### src/rtl/pe_weight_loader.sv
// Serial weight loader for the PE array: collects NUM_PE signed weights in a shadow
// buffer and commits them to all lanes at once on swap_en. Optional: WLOAD_PERF_EN.
module pe_weight_loader #(
  parameter int WEIGHT_BW = 8,
  parameter int NUM_PE    = 4
) (
  input  logic                        clk,
  input  logic                        rstn,
  input  logic                        w_valid,
  output logic                        w_ready,
  input  logic [WEIGHT_BW-1:0]        w_data,
  input  logic                        swap_en,
  input  logic                        flush,
  output logic [NUM_PE*WEIGHT_BW-1:0] weight_bus,
  output logic                        weight_reload,
  output logic                        busy
`ifdef WLOAD_PERF_EN
  ,
  output logic [15:0]                 reload_count
`endif
);

  localparam int                CNT_W     = (NUM_PE > 1) ? $clog2(NUM_PE) : 1;
  localparam logic [CNT_W-1:0]  LAST_LANE = CNT_W'(NUM_PE - 1);

  typedef enum logic [1:0] {
    S_FILL,
    S_WAIT_SWAP,
    S_RELOAD
  } state_t;

  state_t                        r_state;
  state_t                        w_state_nxt;
  logic [CNT_W-1:0]              r_cnt;
  logic [CNT_W-1:0]              w_cnt_nxt;
  logic                          w_accept;
  logic                          w_commit;
  logic                          r_reload;
  logic [WEIGHT_BW-1:0]          r_shadow [NUM_PE];
  logic [NUM_PE*WEIGHT_BW-1:0]   w_shadow_flat;
  logic [NUM_PE*WEIGHT_BW-1:0]   r_weight_bus;

  // NOTE: every signal written here gets a default first, so no path leaves one
  // unassigned and no latch is inferred.
  always_comb begin
    w_state_nxt = r_state;
    w_cnt_nxt   = r_cnt;
    w_ready     = 1'b0;
    w_accept    = 1'b0;
    w_commit    = 1'b0;
    unique case (r_state)
      S_FILL: begin
        w_ready = 1'b1;
        // flush wins over a beat offered in the same cycle; that beat is dropped.
        if (flush) begin
          w_cnt_nxt = '0;
        end else if (w_valid) begin
          w_accept = 1'b1;
          if (r_cnt == LAST_LANE) begin
            w_cnt_nxt   = '0;
            w_state_nxt = S_WAIT_SWAP;
          end else begin
            w_cnt_nxt = r_cnt + 1'b1;
          end
        end
      end
      S_WAIT_SWAP: begin
        if (flush) begin
          w_cnt_nxt   = '0;
          w_state_nxt = S_FILL;
        end else if (swap_en) begin
          w_commit    = 1'b1;
          w_state_nxt = S_RELOAD;
        end
      end
      S_RELOAD: begin
        w_cnt_nxt   = '0;
        w_state_nxt = S_FILL;
      end
      default: begin
        w_cnt_nxt   = '0;
        w_state_nxt = S_FILL;
      end
    endcase
  end

  always_comb begin
    w_shadow_flat = '0;
    for (int i = 0; i < NUM_PE; i++) begin
      w_shadow_flat[i*WEIGHT_BW +: WEIGHT_BW] = r_shadow[i];
    end
  end

  // NOTE: state uses non-blocking assignments so every flop samples pre-edge values.
  always_ff @(posedge clk or negedge rstn) begin
    if (!rstn) begin
      r_state      <= S_FILL;
      r_cnt        <= '0;
      r_reload     <= 1'b0;
      r_weight_bus <= '0;
    end else begin
      r_state  <= w_state_nxt;
      r_cnt    <= w_cnt_nxt;
      r_reload <= (w_state_nxt == S_RELOAD);
      if (w_commit) begin
        r_weight_bus <= w_shadow_flat;
      end
    end
  end

  // NOTE: the shadow buffer has no reset; its contents are only observed after a
  // full set has been written, so resetting it would only cost flops.
  always_ff @(posedge clk) begin
    if (w_accept) begin
      r_shadow[r_cnt] <= w_data;
    end
  end

  assign weight_bus    = r_weight_bus;
  assign weight_reload = r_reload;
  assign busy          = (r_state != S_FILL) || (r_cnt != '0);

`ifdef WLOAD_PERF_EN
  logic [15:0] r_reload_count;

  always_ff @(posedge clk or negedge rstn) begin
    if (!rstn) begin
      r_reload_count <= '0;
    end else if (r_state == S_RELOAD) begin
      r_reload_count <= r_reload_count + 16'd1;
    end
  end

  assign reload_count = r_reload_count;
`endif

endmodule

### config.mk
export PLATFORM = sky130hd
export DESIGN_NAME = pe_weight_loader
export DESIGN_NICKNAME = d
export VERILOG_FILES = /design/src/rtl/pe_weight_loader.sv
export SDC_FILE = /design/constraint.sdc
export NUM_CORES = 1
export LEC_CHECK = 0
export CORE_UTILIZATION = 46
export DETAILED_ROUTE_END_ITERATION = 10
export PLACE_DENSITY = 0.73
export SLEW_MARGIN = 20
export SYNTH_ARGS = -nofsm -noshare
export SYNTH_HDL_FRONTEND = slang
export SYNTH_SLANG_ARGS = --single-unit
export TNS_END_PERCENT = 10
### constraint.sdc
create_clock -name clk -period 1.4 [get_ports clk]
set_clock_uncertainty 0.05 [all_clocks]
set_input_delay 0.14 -clock clk [delete_from_list [all_inputs] [get_ports clk]]
set_output_delay 0.14 -clock clk [all_outputs]
set_load 0.02 [all_outputs]
Yosys cells after proc, flatten, opt, wreduce, memory -nomap -nowiden
Memories as Yosys holds them, arrays and structs flattened. A register that Yosys moved wholly into a read port is not among the register bits.
Index checks and enable logic that the tools add are counted.
{"block": "op_classes", "add_sub_neg": 1, "n_eq_ne": 5, "n_mux": 20, "reduce_logical": 9}
{"op": "two-way mux 2 bit", "n": 9}
{"op": "two-way mux 1 bit", "n": 9}
{"op": "case mux 2 bit (2 select lines)", "n": 2}
{"op": "== test 2 bit, second input constant", "n": 2}
{"op": "logical NOT 1 bit", "n": 4}
{"op": "nonzero test 2 bit", "n": 2}
{"op": "!= test 3 bit, second input constant", "n": 1}
{"op": "adder 2 x 1 -> 2 bit, second input constant", "n": 1}
{"op": "== test 2 x 1 -> 1 bit, second input constant", "n": 1}
{"op": "logical NOT 2 bit", "n": 1}
{"op": "!= test 2 bit, second input constant", "n": 1}
{"op": "AND reduction 2 bit", "n": 1}
{"op": "logical OR 1 bit", "n": 1}
{"block": "word_totals", "ff_bits": 5, "ramBits": 32, "n_memories": 1}
{"memory": "r_shadow", "depth": 4, "word_bits": 8, "rd": 4, "rd_ports_with_merged_regs": 4, "write_ports": 1, "line_no": "39", "text": "logic [WEIGHT_BW-1:0] r_shadow [NUM_PE];"}

Depth between registers and ports, before layout
{"block": "depth", "word_depth": 6, "ltp_mapped": 5}

Least setup slack after synthesis
Ideal clock, no wire load.
{"block": "synth_timing", "path_type": "reg-to-reg", "startpoint": "register r_state[1]", "endpoint": "register r_weight_bus[0], in the netlist weight_bus[0], read port of r_shadow", "setup_ns": 0.125, "arrival_time_ns": 1.288, "path_slack_ns": -0.063, "path_stages_with_launch": 6, "cell_sequence": "dfrtp_1 nor2_2 and3_4 buf_6 buf_12 mux2_4"}
{"block": "synth_between", "elab_chain_len": 2}
{"item": "start: declaration", "line_no": "32", "text": "state_t r_state;"}
{"item": "start signal: assignment", "line_no": "102", "text": "r_state <= w_state_nxt;"}
{"item": "== test 2 x 1 -> 1 bit", "line_no": "51", "text": "unique case (r_state)"}
{"item": "two-way mux 1 bit", "line_no": "51"}
{"item": "end: declaration", "line_no": "41", "text": "logic [NUM_PE*WEIGHT_BW-1:0] r_weight_bus;"}
Every way passes these cells.
A chain may end at the register's enable or synchronous reset.

Worst setup path after layout
{"block": "layout_timing", "startpoint": "register r_state[1]", "endpoint": "register r_weight_bus[12], in the netlist weight_bus[12], read port of r_shadow"}
Same word-level chain as after synthesis.

==> flow_results.org <==
** Timing
- Worst-case headroom to the max-slew limit :: 0.7090
- Total Negative Setup Slacks :: -1.941 ns
- Share of the clock period used by the worst path :: 1.067
- After layout, the worst setup slack is -0.09394 ns.
- For this run, the top clock speed supported by timing is approximately 0.67 GHz.
- Total setup violations reported at the end of the flow :: 33
- After layout, the minimum clock period comes to 1.494 ns.
- Unrepaired setup endpoints after global routing :: true
- The number of pins with negative max-slew slack in the final report is 0.
- For the pin with the worst max-slew slack, the measured transition is 0.4366 ns.
- Post-route worst hold slack :: roughly 0.23 ns
- The final number of hold-violating endpoints came to 0.

** Routing
- After detailed routing, the met2 layer carries 2177 um of wire.
- Antenna Nets Post-Route :: 0
- After detailed routing, the number of vias per cell comes to 4.978.
- Top metal layer carrying routed signals :: met4
- For this block, the via count after detailed routing is ~1300.
- In the routed design, unresolved DRC markers number 0.
- The first routing iteration left 52 violations.
- After detailed routing, the met3 layer carries 264 um of wire.
- After detailed routing, the average wire length per cell comes to approximately 18 um.
- The detailed router put a total of 2180 um of wire on met1.
- WL final :: 4763 um
- The first detailed-routing pass ran for 4 iterations.

** Setup path
- Required time reported for the critical path endpoint :: 1.57 ns
- Worst reg-to-reg path cell count :: 4
- Crit-path max FO :: 12
- Worst Setup SP :: r_state[1]
- The startpoint identified for the worst register-to-register timing path is r_state[1].
- Critical path class :: flop to flop
- The worst setup path is captured at a flop.
- Data arrives at the worst endpoint at between 1.5 and 2 ns.
- Startpoint class of the critical path :: flop

** Cells and area
- Layout cell share with drive strength beyond 1 :: 0.3417
- Number of diodes :: 0
- Summed area of non-filler cells in the final layout :: 0.003405 mm2
- From synthesis to final layout, the design area changed by 30.82%.
- Core Util, Final :: 0.6221
- Final net count :: 211

** Synth
- Yosys mapped the design onto 19 distinct sky130hd cell types.
- Counting every net in the synthesized netlist gives 146.
- Combined area of all synthesized cells :: 0.002602 mm2
- Post-synth top area share :: 0.3692
- Cells taking the most area after synthesis :: edfxtp_1, dfrtp_1, mux2_4
- Of all cell types, the one taking the most synthesized area is edfxtp_1.
- Proportion of register bits with asynchronous set or reset after synthesis :: 0.5362
- A synthesized cell averages 20.17 um2.
- Synthesis handed over a netlist of 129 instances.
- Yosys warns :: 0
- Synthesis inferred 69 register bits.
- For this run, the leading register cell type out of synthesis is dfrtp_1.
- Counting flops with a built-in enable in the synthesized netlist gives 32.
- For this run, the register share of the synthesized area comes to 0.7250.
- After synthesis, the most frequently instantiated cells are dfrtp_1, edfxtp_1, mux2_4.
- Most used standard cell by instance count after synthesis :: dfrtp_1

** Power
- For this design the ratio of total power to cell area is approximately 1300 mW/mm2.
- IR analysis of the VDD net gives a maximum drop of 0.0006377 V.
- For this design the static power due to leakage is 1.583 nW.
- After layout, the design draws a total of approximately 0.0045 W.

** Place
- Summing all placed instances gives a cell area of 0.003176 mm2.
- Detailed placement finished with a half-perimeter wire length of 3149 um.
- Buffers placed on the I/O ports in this run total 47.
- Routability congestion estimate from global placement :: 0.8023

** Min path
- The path class of the tightest hold or removal check is input pin to asynchronous set/reset pin.

** Clocking
- For this design, the sink count on the clock tree is 69.
- Clock-pin slew of the registers on the worst-case setup and hold paths :: 0.07 ns
- TritonCTS built the clock tree.
- The clock tree synthesis step divided the H-tree into 3 levels.
- For the worst-skew pair, the clock arrives at the later sink with an insertion delay of about 0.34 ns.
- Clk Tree Root Cell :: clkbuf_8
- CTS buffer count :: 9
- Worst-case clock buffer depth :: 2

** Global routing
- The number of antenna violations at the first check in global routing was 0.
- First-pass GRT wire length :: 7445 um
- The via count of the first global-routing pass was 1405.
- Entering global routing, the biggest net connects 24 pins.
- Total global-route track usage :: 0.1729
- Overflow left after global routing :: 0

** Floorplanning
- For this configuration, the core starts out at a cell density of 0.4755.
- The floorplan step defined a die boundary enclosing 0.005962 mm2.
- Core Box Area :: 0.005473 mm2
- 48 I/O pins were placed.
- After floorplanning, the core was divided into 27 placement rows.
- The floorplan step set the die height to 77.22 um.
- The floorplan step set the die width to between 70 and 80 um.

** Job
- Number of violations of the max-capacitance limit :: 0

** Outcome
- The final reports fail on negative setup slack.
- Run status :: finished, violations left
==> worst paths after layout <==
check / endpoint / slack [ns]
setup reg to reg: weight_bus[12] / -0.09
hold reg to reg: weight_bus[19] / 0.42
min in group clk: r_shadow[3][7] / 0.40
hold / removal: weight_bus[13] / 0.23
max in group asynchronous: weight_bus[3] / 0.61
setup / recovery: weight_bus[12] / -0.09
==> cell families after synthesis <==
logic type / count (synthesis) / share of synthesized area
flip-flops: 69 / 0.7250
multiplexers: 33 / 0.1841
AO/OA/AOI/OAI: 1 / 0.001921
adder cells (fa/ha/maj): 4 / 0.01923
XOR/XNOR: 1 / 0.003366
buffers and inverters: 7 / 0.03173
AND/OR/NAND/NOR: 14 / 0.03461
==> layout by cell type (no fill, tap or decap), types with 2 or more instances in the layout <==
cell type	n
dfrtp_1	37
clkbuf_8	9
and3_4	5
mux2_2	3
mux2_4	29
edfxtp_1	32
buf_4	8
buf_2	2
bufinv_16	2
inv_1	2
ha_1	3
nor3_1	3
buf_12	2
clkdlybuf4s50_1	11
dlygate4sd2_1	33
clkbuf_1	3
==> critical path, cell delays in order, from the launching register on <==
cell and delay (ns):
dfrtp_1 0.41, nor2_2 0.15, and3_4 0.25, buf_12 0.16
mux2_2 0.35
==> timing repair <==
action / CTS / global route
buffers inserted: 0 / 1
gates resized for setup: 44 / 6
hold buffers: 1 / 0
endpoints found under the hold margin: 17 / 0
cloned: 0 / 1
pin swaps: 1 / 1
endpoints found under the setup margin: 99 / 54
==> metal layers <==
metal,vias up,GRT usage
met5,-,0
li1,594,-
met3,16,0.06190
met2,57,0.2451
met1,682,0.2317
met4,0,0.09245
==> final cells by class <==
| class | instances | area [um2] |
|---|---|---|
| Clock buffer | 12 | 135.1 |
| Inverter | 2 | 7.507 |
| Sequential cell | 69 | 1887 |
| Multi-Input combinational cell | 53 | 653.1 |
| Tap cell | 72 | 90.09 |
| Clock inverter | 4 | 72.57 |
| Fill cell | 426 | 2068 |
| Timing Repair Buffer | 59 | 559.3 |
==> power breakdown <==
part	internal, W	switching [W]	total (W)	leakage [nW]
logic	0.000243	0.000246	0.000489	0.682
clock network	0.00100	0.000712	0.00171	0.101
registers	0.00223	0.0000560	0.00229	0.801
total	0.00348	0.00101	0.00449	1.58
==> sequential cells by signal, indices dropped and copies added, names as in the netlist <==
| signal | cells |
|---|---|
| r_cnt | 2 |
| weight_reload | 1 |
| r_shadow | 32 |
| r_state | 2 |
| weight_bus | 32 |
==> per-stage QoR <==
stage | std cells | setup WS [ns]
2_1_floorplan | 129 | -0.06349
3_3_place_gp | 252 | -0.2421
3_5_place_dp | 252 | -0.3081
4_1_cts | 269 | -0.1329
5_1_grt | 271 | -0.1132
6_report | 271 | -0.09394
(Power assumes the default switching activity.)
